==> config.mk <==
export PLATFORM = sky130hd
export DESIGN_NAME = rtc_bus_ctrl
export DESIGN_NICKNAME = d
export VERILOG_FILES = /design/src/rtl/rtc_bus_ctrl.sv
export SDC_FILE = /design/constraint.sdc
export NUM_CORES = 1
export LEC_CHECK = 0
export CORE_ASPECT_RATIO = 1.2
export CORE_MARGIN = 4
export CORE_UTILIZATION = 52
export CTS_CLUSTER_SIZE = 25
export DETAILED_ROUTE_END_ITERATION = 8
export GPL_TIMING_DRIVEN = 0
export HOLD_SLACK_MARGIN = 0.06
export PLACE_DENSITY_LB_ADDON = 0.2
export SYNTH_ARGS = -nofsm -noshare
export SYNTH_HDL_FRONTEND = slang
export SYNTH_SLANG_ARGS = --single-unit
==> constraint.sdc <==
create_clock -name clk -period 4.35 [get_ports clk]
set_input_delay 0.87 -clock clk [delete_from_list [all_inputs] [get_ports clk]]
set_output_delay 0.87 -clock clk [all_outputs]
set_load 0.005 [all_outputs]
==> src/rtl/rtc_bus_ctrl.sv <==
`default_nettype none
// ============================================================================
// Module      : rtc_bus_ctrl
// Description : Multiplexed address/data RTC bus-cycle generator. Each request
//               becomes an address phase (WR strobe) followed by a data phase.
// Revision    : 1.0 - initial release
// ============================================================================
module rtc_bus_ctrl #(
    parameter int T_SETUP = 2,
    parameter int T_PULSE = 10,
    parameter int T_HOLD  = 2,
    parameter int T_GAP   = 10,
    parameter int CW      = 8
) (
    input  logic       clk,
    input  logic       reset,
    input  logic       req,
    input  logic       we,
    input  logic [7:0] addr,
    input  logic [7:0] wdata,
    output logic       busy,
    output logic       done,
    output logic [7:0] rdata,
    output logic [7:0] bus_out,
    output logic       bus_oe,
    input  logic [7:0] bus_in,
    output logic       cs_n,
    output logic       rd_n,
    output logic       wr_n,
    output logic       a_d
);

    localparam logic [3:0] c_st_idle     = 4'd0;
    localparam logic [3:0] c_st_a_setup  = 4'd1;
    localparam logic [3:0] c_st_a_strobe = 4'd2;
    localparam logic [3:0] c_st_a_hold   = 4'd3;
    localparam logic [3:0] c_st_a_gap    = 4'd4;
    localparam logic [3:0] c_st_d_setup  = 4'd5;
    localparam logic [3:0] c_st_d_strobe = 4'd6;
    localparam logic [3:0] c_st_d_hold   = 4'd7;
    localparam logic [3:0] c_st_end_gap  = 4'd8;
    localparam logic [3:0] c_st_done     = 4'd9;

    localparam logic [CW-1:0] c_setup_last = CW'(T_SETUP - 1);
    localparam logic [CW-1:0] c_pulse_last = CW'(T_PULSE - 1);
    localparam logic [CW-1:0] c_hold_last  = CW'(T_HOLD - 1);
    localparam logic [CW-1:0] c_gap_last   = CW'(T_GAP - 1);
    localparam logic [CW-1:0] c_cnt_one    = CW'(1);

    logic [3:0]    r_state;
    logic [3:0]    w_state_nx;
    logic [CW-1:0] r_cnt;
    logic [CW-1:0] w_cnt_nx;
    logic [CW-1:0] w_limit;
    logic          w_at_end;
    logic          r_we;
    logic [7:0]    r_wdata;
    logic          w_nx_addr_ph;
    logic          w_nx_data_ph;

    always_comb begin
        w_limit = '0;
        case (r_state)
            c_st_a_setup,  c_st_d_setup:  w_limit = c_setup_last;
            c_st_a_strobe, c_st_d_strobe: w_limit = c_pulse_last;
            c_st_a_hold,   c_st_d_hold:   w_limit = c_hold_last;
            c_st_a_gap,    c_st_end_gap:  w_limit = c_gap_last;
            default:                      w_limit = '0;
        endcase
    end

    assign w_at_end = (r_cnt == w_limit);

    always_comb begin
        w_state_nx = r_state;
        case (r_state)
            c_st_idle:     if (req)      w_state_nx = c_st_a_setup;
            c_st_a_setup:  if (w_at_end) w_state_nx = c_st_a_strobe;
            c_st_a_strobe: if (w_at_end) w_state_nx = c_st_a_hold;
            c_st_a_hold:   if (w_at_end) w_state_nx = c_st_a_gap;
            c_st_a_gap:    if (w_at_end) w_state_nx = c_st_d_setup;
            c_st_d_setup:  if (w_at_end) w_state_nx = c_st_d_strobe;
            c_st_d_strobe: if (w_at_end) w_state_nx = c_st_d_hold;
            c_st_d_hold:   if (w_at_end) w_state_nx = c_st_end_gap;
            c_st_end_gap:  if (w_at_end) w_state_nx = c_st_done;
            default:                     w_state_nx = c_st_idle;
        endcase
    end

    // The counter restarts at zero on every state change.
    assign w_cnt_nx = ((w_state_nx == r_state) && (r_state != c_st_idle)) ?
                      (r_cnt + c_cnt_one) : '0;

    assign w_nx_addr_ph = (w_state_nx == c_st_a_setup)  ||
                          (w_state_nx == c_st_a_strobe) ||
                          (w_state_nx == c_st_a_hold);
    assign w_nx_data_ph = (w_state_nx == c_st_d_setup)  ||
                          (w_state_nx == c_st_d_strobe) ||
                          (w_state_nx == c_st_d_hold);

    // Pins are registered from the next state so they line up with r_state.
    always_ff @(posedge clk) begin
        if (!reset) begin
            r_state <= c_st_idle;
            r_cnt   <= '0;
            r_we    <= 1'b0;
            r_wdata <= '0;
            busy    <= 1'b0;
            done    <= 1'b0;
            rdata   <= '0;
            bus_out <= '0;
            bus_oe  <= 1'b0;
            cs_n    <= 1'b1;
            rd_n    <= 1'b1;
            wr_n    <= 1'b1;
            a_d     <= 1'b0;
        end else begin
            r_state <= w_state_nx;
            r_cnt   <= w_cnt_nx;
            if ((r_state == c_st_idle) && req) begin
                r_we    <= we;
                r_wdata <= wdata;
                bus_out <= addr;
            end else if ((r_state == c_st_a_gap) && (w_state_nx == c_st_d_setup) && r_we) begin
                bus_out <= r_wdata;
            end
            if ((r_state == c_st_d_strobe) && (w_state_nx == c_st_d_hold) && !r_we) begin
                rdata <= bus_in;
            end
            busy   <= (w_state_nx != c_st_idle);
            done   <= (w_state_nx == c_st_done);
            cs_n   <= !(w_nx_addr_ph || w_nx_data_ph);
            a_d    <= w_nx_data_ph;
            bus_oe <= w_nx_addr_ph || (w_nx_data_ph && r_we);
            wr_n   <= !((w_state_nx == c_st_a_strobe) ||
                        ((w_state_nx == c_st_d_strobe) && r_we));
            rd_n   <= !((w_state_nx == c_st_d_strobe) && !r_we);
        end
    end

endmodule
`default_nettype wire
==> metrics.csv, run 1 <==
stage;metric;value;unit
run_status;status;finished, final reports clean;
clocking;cts_buffers;5;
timing;clock_skew;0.00610;ns
clocking;cts.sinks;46;
floorplan;dieArea;4970;µm²
clocking;cts_max_path_buffers;2;
timing;setup_viol;0;
timing;max_freq;440;MHz
clocking;cts_setup_buffers;0;
drt;wire_per_inst;14.4;µm
hold_path;hold_depth;2;
layout;layout-drive-gt1-share;0.0727;
global_routing;grt_pass1_wl;7770;µm
floorplan;die_h;76.5;µm
drt;maxUsedRoutingLayer;met4;
drt;routed_wl;4710;µm
timing;fin_tns_setup;0;ns
global_routing;grt_antenna_before_repair;0;
timing;maxSlewHeadroom;0.578;
hold_path;min_path_type;reg2reg;
pwr;ir_worst_vdd;0.271;mV
clocking;tritoncts;yes;
synth;async_reset_ff_frac;0;
synth;synth_top_flop_cell;dfxtp_1;
floorplan;initial_core_util;0.550;
layout;n_antenna_cell;0;
flow_run;max_cap_viol_count;0;
global_routing;grt_max_degree;14;
timing;rsz0062_at_grt;no;
drt;first_pass_iters;4;
critical_path;cp.required;4.54;ns
layout;fin_util;0.728;
clocking;clkTransAtPathRegs;0.08;ns
clocking;clock_latency;0.30;ns
synth;synth-seq-cells;46;
clocking;holdBufCountCts;0;
synth;yosysWarnings;0;
layout;fillCellCount;307;
layout;syn2layout_area_growth;32.3;%
floorplan;io_pins;51;
placed_design;place_congestion;0.914;
synth;syn_inst;217;
critical_path;crit_type;in2reg;
drt;drt.antenna.violating_nets;0;
drt;drc;0;
global_routing;overflow;0;
placed_design;placement.io_buffers;50;
layout;nets;303;
critical_path;worstRegToRegCells;5;
drt;met1_length;2040;µm
critical_path;cp_max_fo;7;
synth;ys_types;45;
placed_design;dp_hpwl;3400;µm
critical_path;cp.arrival;2.46;ns
synth;synth_nets;246;
timing;hold_viol;0;
timing;drv_slew;0;
timing;tightest_slew;0.631;ns
floorplan;rows;24;
clocking;cts_resized;0;
synth;syn_avg_cell_area;9.36;µm²
critical_path;cp-end-kind;register;
synth;ys_seq_area_frac;0.453;
drt;wl_met3;240;µm
clocking;cts_root_buffer;clkbuf_8;
drt;vias_per_cell;5.33;
pwr;power_density;472;nW/µm²
global_routing;grt_pass1_vias;1651;
critical_path;critPathLaunchType;input port;
pwr;leakage;1.04;nW
timing;min_period;2.28;ns
drt;wl_met2;2340;µm
drt;via_count;1743;
synth;synth_area;2030;µm²
timing;period_share;0.523;
drt;drt_iter0_drc;75;
synth;synth_edf_count;0;
floorplan;core-area;3690;µm²
global_routing;track_usage;0.200;
critical_path;ff2ff_setup_slack;2.34;ns
floorplan;die_w;65.0;µm
clocking;h-tree-depth;2;
-- kinds of logic after synthesis --
kind of cell / after synthesis / synth area share
AND/OR/NAND/NOR: 88 / 0.237
AO/OA/AOI/OAI: 46 / 0.177
flip-flops: 46 / 0.453
buffers and inverters: 17 / 0.0388
multiplexers: 9 / 0.0444
XOR/XNOR: 10 / 0.0431
adder cells (fa/ha/maj): 1 / 0.00616
-- cells in the final DEF, fill, tap and decap left out, drive strengths merged, types with 3 or more instances in the layout --
| cell type | n |
|---|---|
| nor3b | 3 |
| clkdlybuf4s50 | 50 |
| inv | 5 |
| buf | 5 |
| nand2 | 25 |
| nor2b | 11 |
| xor2 | 6 |
| nand3 | 9 |
| a21oi | 6 |
| xnor2 | 4 |
| a22o | 7 |
| dfxtp | 46 |
| o21ai | 4 |
| clkbuf | 14 |
| o21a | 3 |
| a21boi | 10 |
| mux2i | 9 |
| nor3 | 4 |
| a221o | 8 |
| nor2 | 19 |
| and3 | 4 |
-- metrics by stage --
stage	hold WS [ns]	setup slack [ns]	std cells	power [mW]	cell area [µm²]
after CTS	0.469	2.10	327	1.28	2690
final	0.467	2.07	327	1.27	2690
after global placement	0.452	1.81	319	0.996	2600
after detailed placement	0.457	1.78	319	1.01	2600
after global routing	0.493	1.96	327	1.35	2690
after floorplan	0.441	2.43	217	0.835	2030
-- registers in the layout, summed over array words and instances, names as in the netlist --
name     count
wr_n         1
cs_n         1
r_we         1
r_state      4
done         1
rd_n         1
bus_oe       1
w_limit      2
rdata        8
busy         1
a_d          1
r_wdata      8
r_cnt        8
bus_out      8
-- Yosys cell counts (all sizes together) (3+ instances only) --
library cell / count / area (µm²)
nand3: 9 / 50.1
nor2: 19 / 71.3
nor3: 4 / 25.0
dfxtp: 46 / 921
nor2b: 11 / 68.8
buf: 5 / 33.8
a21boi: 10 / 75.1
mux2i: 9 / 90.1
a22o: 7 / 61.3
o21ai: 4 / 20.0
a221o: 8 / 80.1
and3: 4 / 25.0
xor2: 6 / 52.6
o21a: 3 / 22.5
a21oi: 6 / 37.5
inv: 5 / 18.8
nor3b: 3 / 27.5
xnor2: 4 / 35.0
nand2: 25 / 93.8
clkbuf: 7 / 26.3
-- where the power goes --
part,internal (mW),leakage [nW],switching [mW]
Combinational,0.238,0.620,0.223
Clock,0.128,0.0482,0.136
Sequential,0.493,0.376,0.0490
Total,0.859,1.04,0.408
-- critical path: stages --
cell and delay, ns:
clkdlybuf4s50_1 0.45, nand2b_1 0.18, nor2_1 0.07, and2_1 0.15, clkbuf_1 0.19, a22o_1 0.28
a221o_1 0.26
-- layout make-up --
class                           instances  area (µm²)  area share
Sequential cell                        46         921       0.343
Inverter                                5        18.8     0.00698
Clock buffer                            7        86.3      0.0321
Buffer                                 12        60.1      0.0223
Tap cell                               52        65.1      0.0242
Timing Repair Buffer                   50         500       0.186
Multi-Input combinational cell        154        1030       0.384
Clock inverter                          1        5.00     0.00186
-- worst paths after layout --
path,from,to
worst max-delay path,req,bus_out[5]
worst min-delay path,r_wdata[6],r_wdata[6]
worst min register to register,r_wdata[6],r_wdata[6]
worst max register to register,r_cnt[4],bus_out[5]
-- layer usage --
| layer | vias up | track usage |
|---|---|---|
| li1 | 871 | - |
| met1 | 809 | 0.241 |
| met2 | 52 | 0.335 |
| met3 | 11 | 0.0531 |
| met4 | 0 | 0.0788 |
| met5 | - | 0 |
No activity file was read; power rests on OpenSTA's default activity.
==> inputs of run 2 (changes only) <==
--- a/config.mk
+++ b/config.mk
@@ -7,7 +7,7 @@
 export LEC_CHECK = 0
 export CORE_ASPECT_RATIO = 1.2
 export CORE_MARGIN = 4
-export CORE_UTILIZATION = 52
+export CORE_UTILIZATION = 48
 export CTS_CLUSTER_SIZE = 25
 export DETAILED_ROUTE_END_ITERATION = 8
 export GPL_TIMING_DRIVEN = 0
==> constraint.sdc (replaced) <==
create_clock -name clk -period 2.36 [get_ports clk]
set_input_delay 0.472 -clock clk [delete_from_list [all_inputs] [get_ports clk]]
set_output_delay 0.472 -clock clk [all_outputs]
set_load 0.005 [all_outputs]
==> run 2 against run 1 <==
Compared with the run above: total power up 91%; clock-buffer cell count fell by 2; final cell count up 0.61%; flip-flop and latch count stayed put; utilization fell by 5.0 points; clock power up 120%; wire length shrank 6.3%; global-route usage decreased by 1.7 points.
==> metrics.csv, run 2 (synthesis results as in run 1) <==
stage;metric;value;unit
layout;multi_input_area;1030;µm²
global_routing;track_usage;0.183;
floorplan;initial_core_util;0.507;
clocking;cts_setup_buffers;0;
hold_path;min_path_type;reg2reg;
critical_path;endpoint;bus_out[3];
drt;drt_iter0_drc;95;
drt;wire_per_inst;13.4;µm
pwr;p_comb_frac;0.349;
floorplan;core-area;4000;µm²
layout;fillCellCount;366;
drt;drc;0;
floorplan;io_pins;51;
critical_path;ff2ff_setup_slack;0.40;ns
critical_path;cp.arrival;2.21;ns
timing;fin_tns_setup;0;ns
layout;layout-drive-gt1-share;0.0764;
drt;routed_wl;4420;µm
clocking;cts_max_path_buffers;2;
layout;syn2layout_area_growth;33.6;%
timing;maxSlewHeadroom;0.584;
drt;met1_length;1910;µm
drt;maxUsedRoutingLayer;met4;
drt;via_count;1720;
pwr;intPower;1.66;mW
flow_run;max_cap_viol_count;0;
placed_design;placement.io_buffers;50;
run_status;status;finished, final reports clean;
critical_path;crit_type;reg2reg;
timing;max_freq;509;MHz
timing;setup_viol;0;
floorplan;die_h;79.3;µm
critical_path;r2r-start;r_cnt[4];
clocking;cts_buffers;5;
global_routing;grt_antenna_before_repair;0;
global_routing;grt_pass1_vias;1652;
global_routing;overflow;0;
clocking;clkTransAtPathRegs;0.09;ns
clocking;cts_root_buffer;clkbuf_8;
floorplan;die_w;67.4;µm
drt;wl_met3;204;µm
global_routing;grt_pass1_wl;7590;µm
drt;vias_per_cell;5.23;
timing;period_share;0.832;
global_routing;grt_max_degree;16;
clocking;cts.sinks;46;
critical_path;cp-end-kind;register;
layout;layout_common_cells;clkdlybuf4s50_1, dfxtp_1, nand2_1, nor2_1, nor2b_1;
clocking;cts_resized;0;
pwr;seqPwrFrac;0.411;
clocking;holdBufCountCts;0;
drt;wl_met2;2250;µm
floorplan;dieArea;5340;µm²
critical_path;cp.required;2.61;ns
layout;n_antenna_cell;0;
critical_path;cp_max_fo;8;
timing;hold_viol;0;
placed_design;place_congestion;0.952;
timing;clock_skew;0.00971;ns
critical_path;worstReg2RegEnd;bus_out[3];
placed_design;dp_hpwl;3220;µm
drt;first_pass_iters;4;
layout;fin_util;0.678;
floorplan;rows;25;
critical_path;crit_start;r_cnt[4];
layout;layout_commonest_cell;clkdlybuf4s50_1;
layout;ff_latch_area;921;µm²
pwr;ir_worst_vdd;0.547;mV
timing;tightest_slew;0.621;ns
pwr;power_density;892;nW/µm²
hold_path;hold_depth;2;
pwr;swShare;0.313;
timing;min_period;1.96;ns
pwr;leakage;1.05;nW
clocking;h-tree-depth;2;
pwr;p_switching;0.758;mW
drt;drt.antenna.violating_nets;0;
layout;nets;303;
timing;drv_slew;0;
hold_path;hold_start;r_wdata[1];
clocking;tritoncts;yes;
critical_path;worstRegToRegCells;5;
timing;rsz0062_at_grt;no;
critical_path;critPathLaunchType;register;
clocking;clock_latency;0.30;ns
pwr;clkPwrFrac;0.240;
==> run 2: cell count changes in the layout (fill, tap and decap cells not counted) <==
cell	change
bufinv_16	+1
clkbuf_1	-1
clkbuf_8	-1
clkinv_2	-1
clkinvlp_4	+2
==> run 2: how the worst min path moves through the flow <==
stage | to | slack [ns]
after floorplan | r_wdata[4] | 0.44
after global placement | r_wdata[5] | 0.45
after detailed placement | r_wdata[2] | 0.46
after CTS | r_wdata[2] | 0.47
after global routing | r_wdata[0] | 0.50
final | r_wdata[1] | 0.47
==> run 2: cell type report <==
class                      instances  area share
clock buffer                       5      0.0254
timing repair buffer              50       0.185
buffer                            12      0.0221
inverter                           5     0.00692
sequential                        46       0.339
tap                               54      0.0249
clock inverter                     3      0.0166
multi-input combinational        154       0.380
==> run 2: power groups by stage <==
stage	Clock [mW]	Combinational, mW	Sequential, mW
finish	0.581	0.845	0.994
global route	0.623	0.946	1.01
CTS	0.594	0.852	0.993
detailed placement	0	0.846	1.01
global placement	0	0.836	1.01
floorplan	0	0.534	1.01
==> run 2: per-stage QoR <==
stage                     instances  setup WS [ns]  hold slack (ns)  power (mW)  area [µm²]
final                           329          0.395            0.469        2.42        2710
after global routing            329          0.225            0.504        2.58        2710
after CTS                       329          0.373            0.471        2.44        2710
after detailed placement        321          0.172            0.458        1.86        2600
after global placement          321          0.192            0.451        1.84        2600
after floorplan                 217          0.661            0.441        1.54        2030
==> run 2: metal layers <==
layer / vias up / GRT usage
met5: - / 0
met4: 0 / 0.0669
met3: 5 / 0.0297
met2: 35 / 0.311
met1: 804 / 0.230
li1: 876 / -
==> run 2: worst max-delay path: stages, from the launching register on <==
cell	delay, ns
dfxtp_1	0.36
nor4_4	0.38
nand4_4	0.20
mux2i_1	0.19
nor3b_2	0.54
a221o_1	0.25
==> variant: new RTL, flow settings as in run 2 <==
Reset style: asynchronous (`reset`), changed in one clocked block.
--- a/src/rtl/rtc_bus_ctrl.sv
+++ b/src/rtl/rtc_bus_ctrl.sv
@@ -101,3 +101,3 @@
     // Pins are registered from the next state so they line up with r_state.
-    always_ff @(posedge clk) begin
+    always_ff @(posedge clk or negedge reset) begin
         if (!reset) begin
Function: differs if reset is asserted again (counterexample within 4 cycles, from zero or initial values and one cycle with reset low); with reset held inactive, the same outputs for 10 cycles.
==> variant against run 2 <==
Sequential cell count fell by 2; hold slack got worse by 340 ps; cell area rose by 5.4%; power rose by 40%; maximum frequency fell by 11%; critical path depth did not move; via count rose by 6.5%; area after synthesis rose by 6.8%; routed wire length rose by 13%; synthesized cell count rose by 0.46%; worst setup slack got worse by 240 ps; sequential share of layout area rose by 4.7 points; largest power group is now combinational cells.
==> variant: results (changes against run 2) <==
| Metric | Value |
|---|---|
| Clock group share of total power | 0.141 (-0.099) |
| CP Data Arrival Time | 2390 ps (+180 ps) |
| Synth Area in Compound Gates | 0.171 (-0.00555) |
| XOR/XNOR share of the synthesized area | 0.0444 (+0.00128) |
| Met3 wire length | 258 microns (+26%) |
| Synth top cells by count | dfrtp_1 (41), nand2_1 (32), nor2_1 (17), o21ai_0 (13), inv_1 (11) |
| Met1 GRT Util | 0.232 (+0.00157) |
| P_seq | 1.26 mW (+27%) |
| Via density per instance | 5.50 (+5.2%) |
| Max incr delay on CP | 600 ps (+60 ps) |
| Run status | completed |
| Wl on met1 | 2.13 mm (+11%) |
| R2r startpoint | r_state[0] |
| Met3 global-route usage | 0.0465 (+0.0168) |
| Design Area, Final | 2860 sq um (+5.4%) |
| Ranking of synthesized cells by area | dfrtp_1 (47%), nand2_1 (5.5%), dfstp_2 (3.6%) |
| Sequential cell area fraction in the yosys report | 0.509 (+0.0557) |
| Cell Area, Placed | 2760 sq um (+6.0%) |
| GR met2 Demand/Resource | 0.330 (+0.0194) |
| Sequential power share | 0.371 (-0.040) |
| Total global-route track usage | 0.189 (+0.00561) |
| CP max-delay cell | or4b_1 |
| Largest net degree at the start of global routing | 26 (+10) |
| Place WS | 9.82 ps (-162 ps) |
| Worst VDD drop | 0.676 mV (+24%) |
| Syn Nets | 247 (+0.41%) |
| Mux cell area share after synthesis | 0.0415 (-0.00284) |
| Final nets | 305 (+0.66%) |
| Clock Skews | 5.18 ps (-4.52 ps) |
| Type of the most critical hold path | primary input to asynchronous set/reset pin |
| Slew headroom | 0.577 (-0.00691) |
| Unique masters post-synth | 49 (+8.9%) |
| Post-synthesis adder-cell area fraction | 0.00577 (-0.000394) |
[variant: changes by cell type after synthesis, moves of 7 or more]
cell / before / now
nor2b_1: 11 / 1
mux2i_1: 9 / 0
a221o_1: 8 / 1
dfxtp_1: 46 / 0
a21boi_0: 10 / 1
a31oi_1: 2 / 9
dfrtp_1: 0 / 41
nand2_1: 25 / 32
o21ai_0: 4 / 13
[variant: layout make-up]
cell class              instances  share of cell area
flip-flops and latches         44               0.387
multi-input cells             152               0.344
repair buffers                 51               0.180
clock buffers                   6              0.0289
well taps                      56              0.0245
plain buffers                  10              0.0162
inverters                      12              0.0158
clock inverters                 2             0.00350
[variant: worst max-delay path by stage]
stage,startpoint,endpoint,slack (ps),depth (start not counted)
floorplan,r_cnt[3],rdata[0],380,6
global placement,reset,done,-350,1
detailed placement,req,r_we,10,6
CTS,r_cnt[0],rdata[1],100,6
global route,r_cnt[1],rdata[3],20,6
finish,r_state[0],rdata[1],150,5
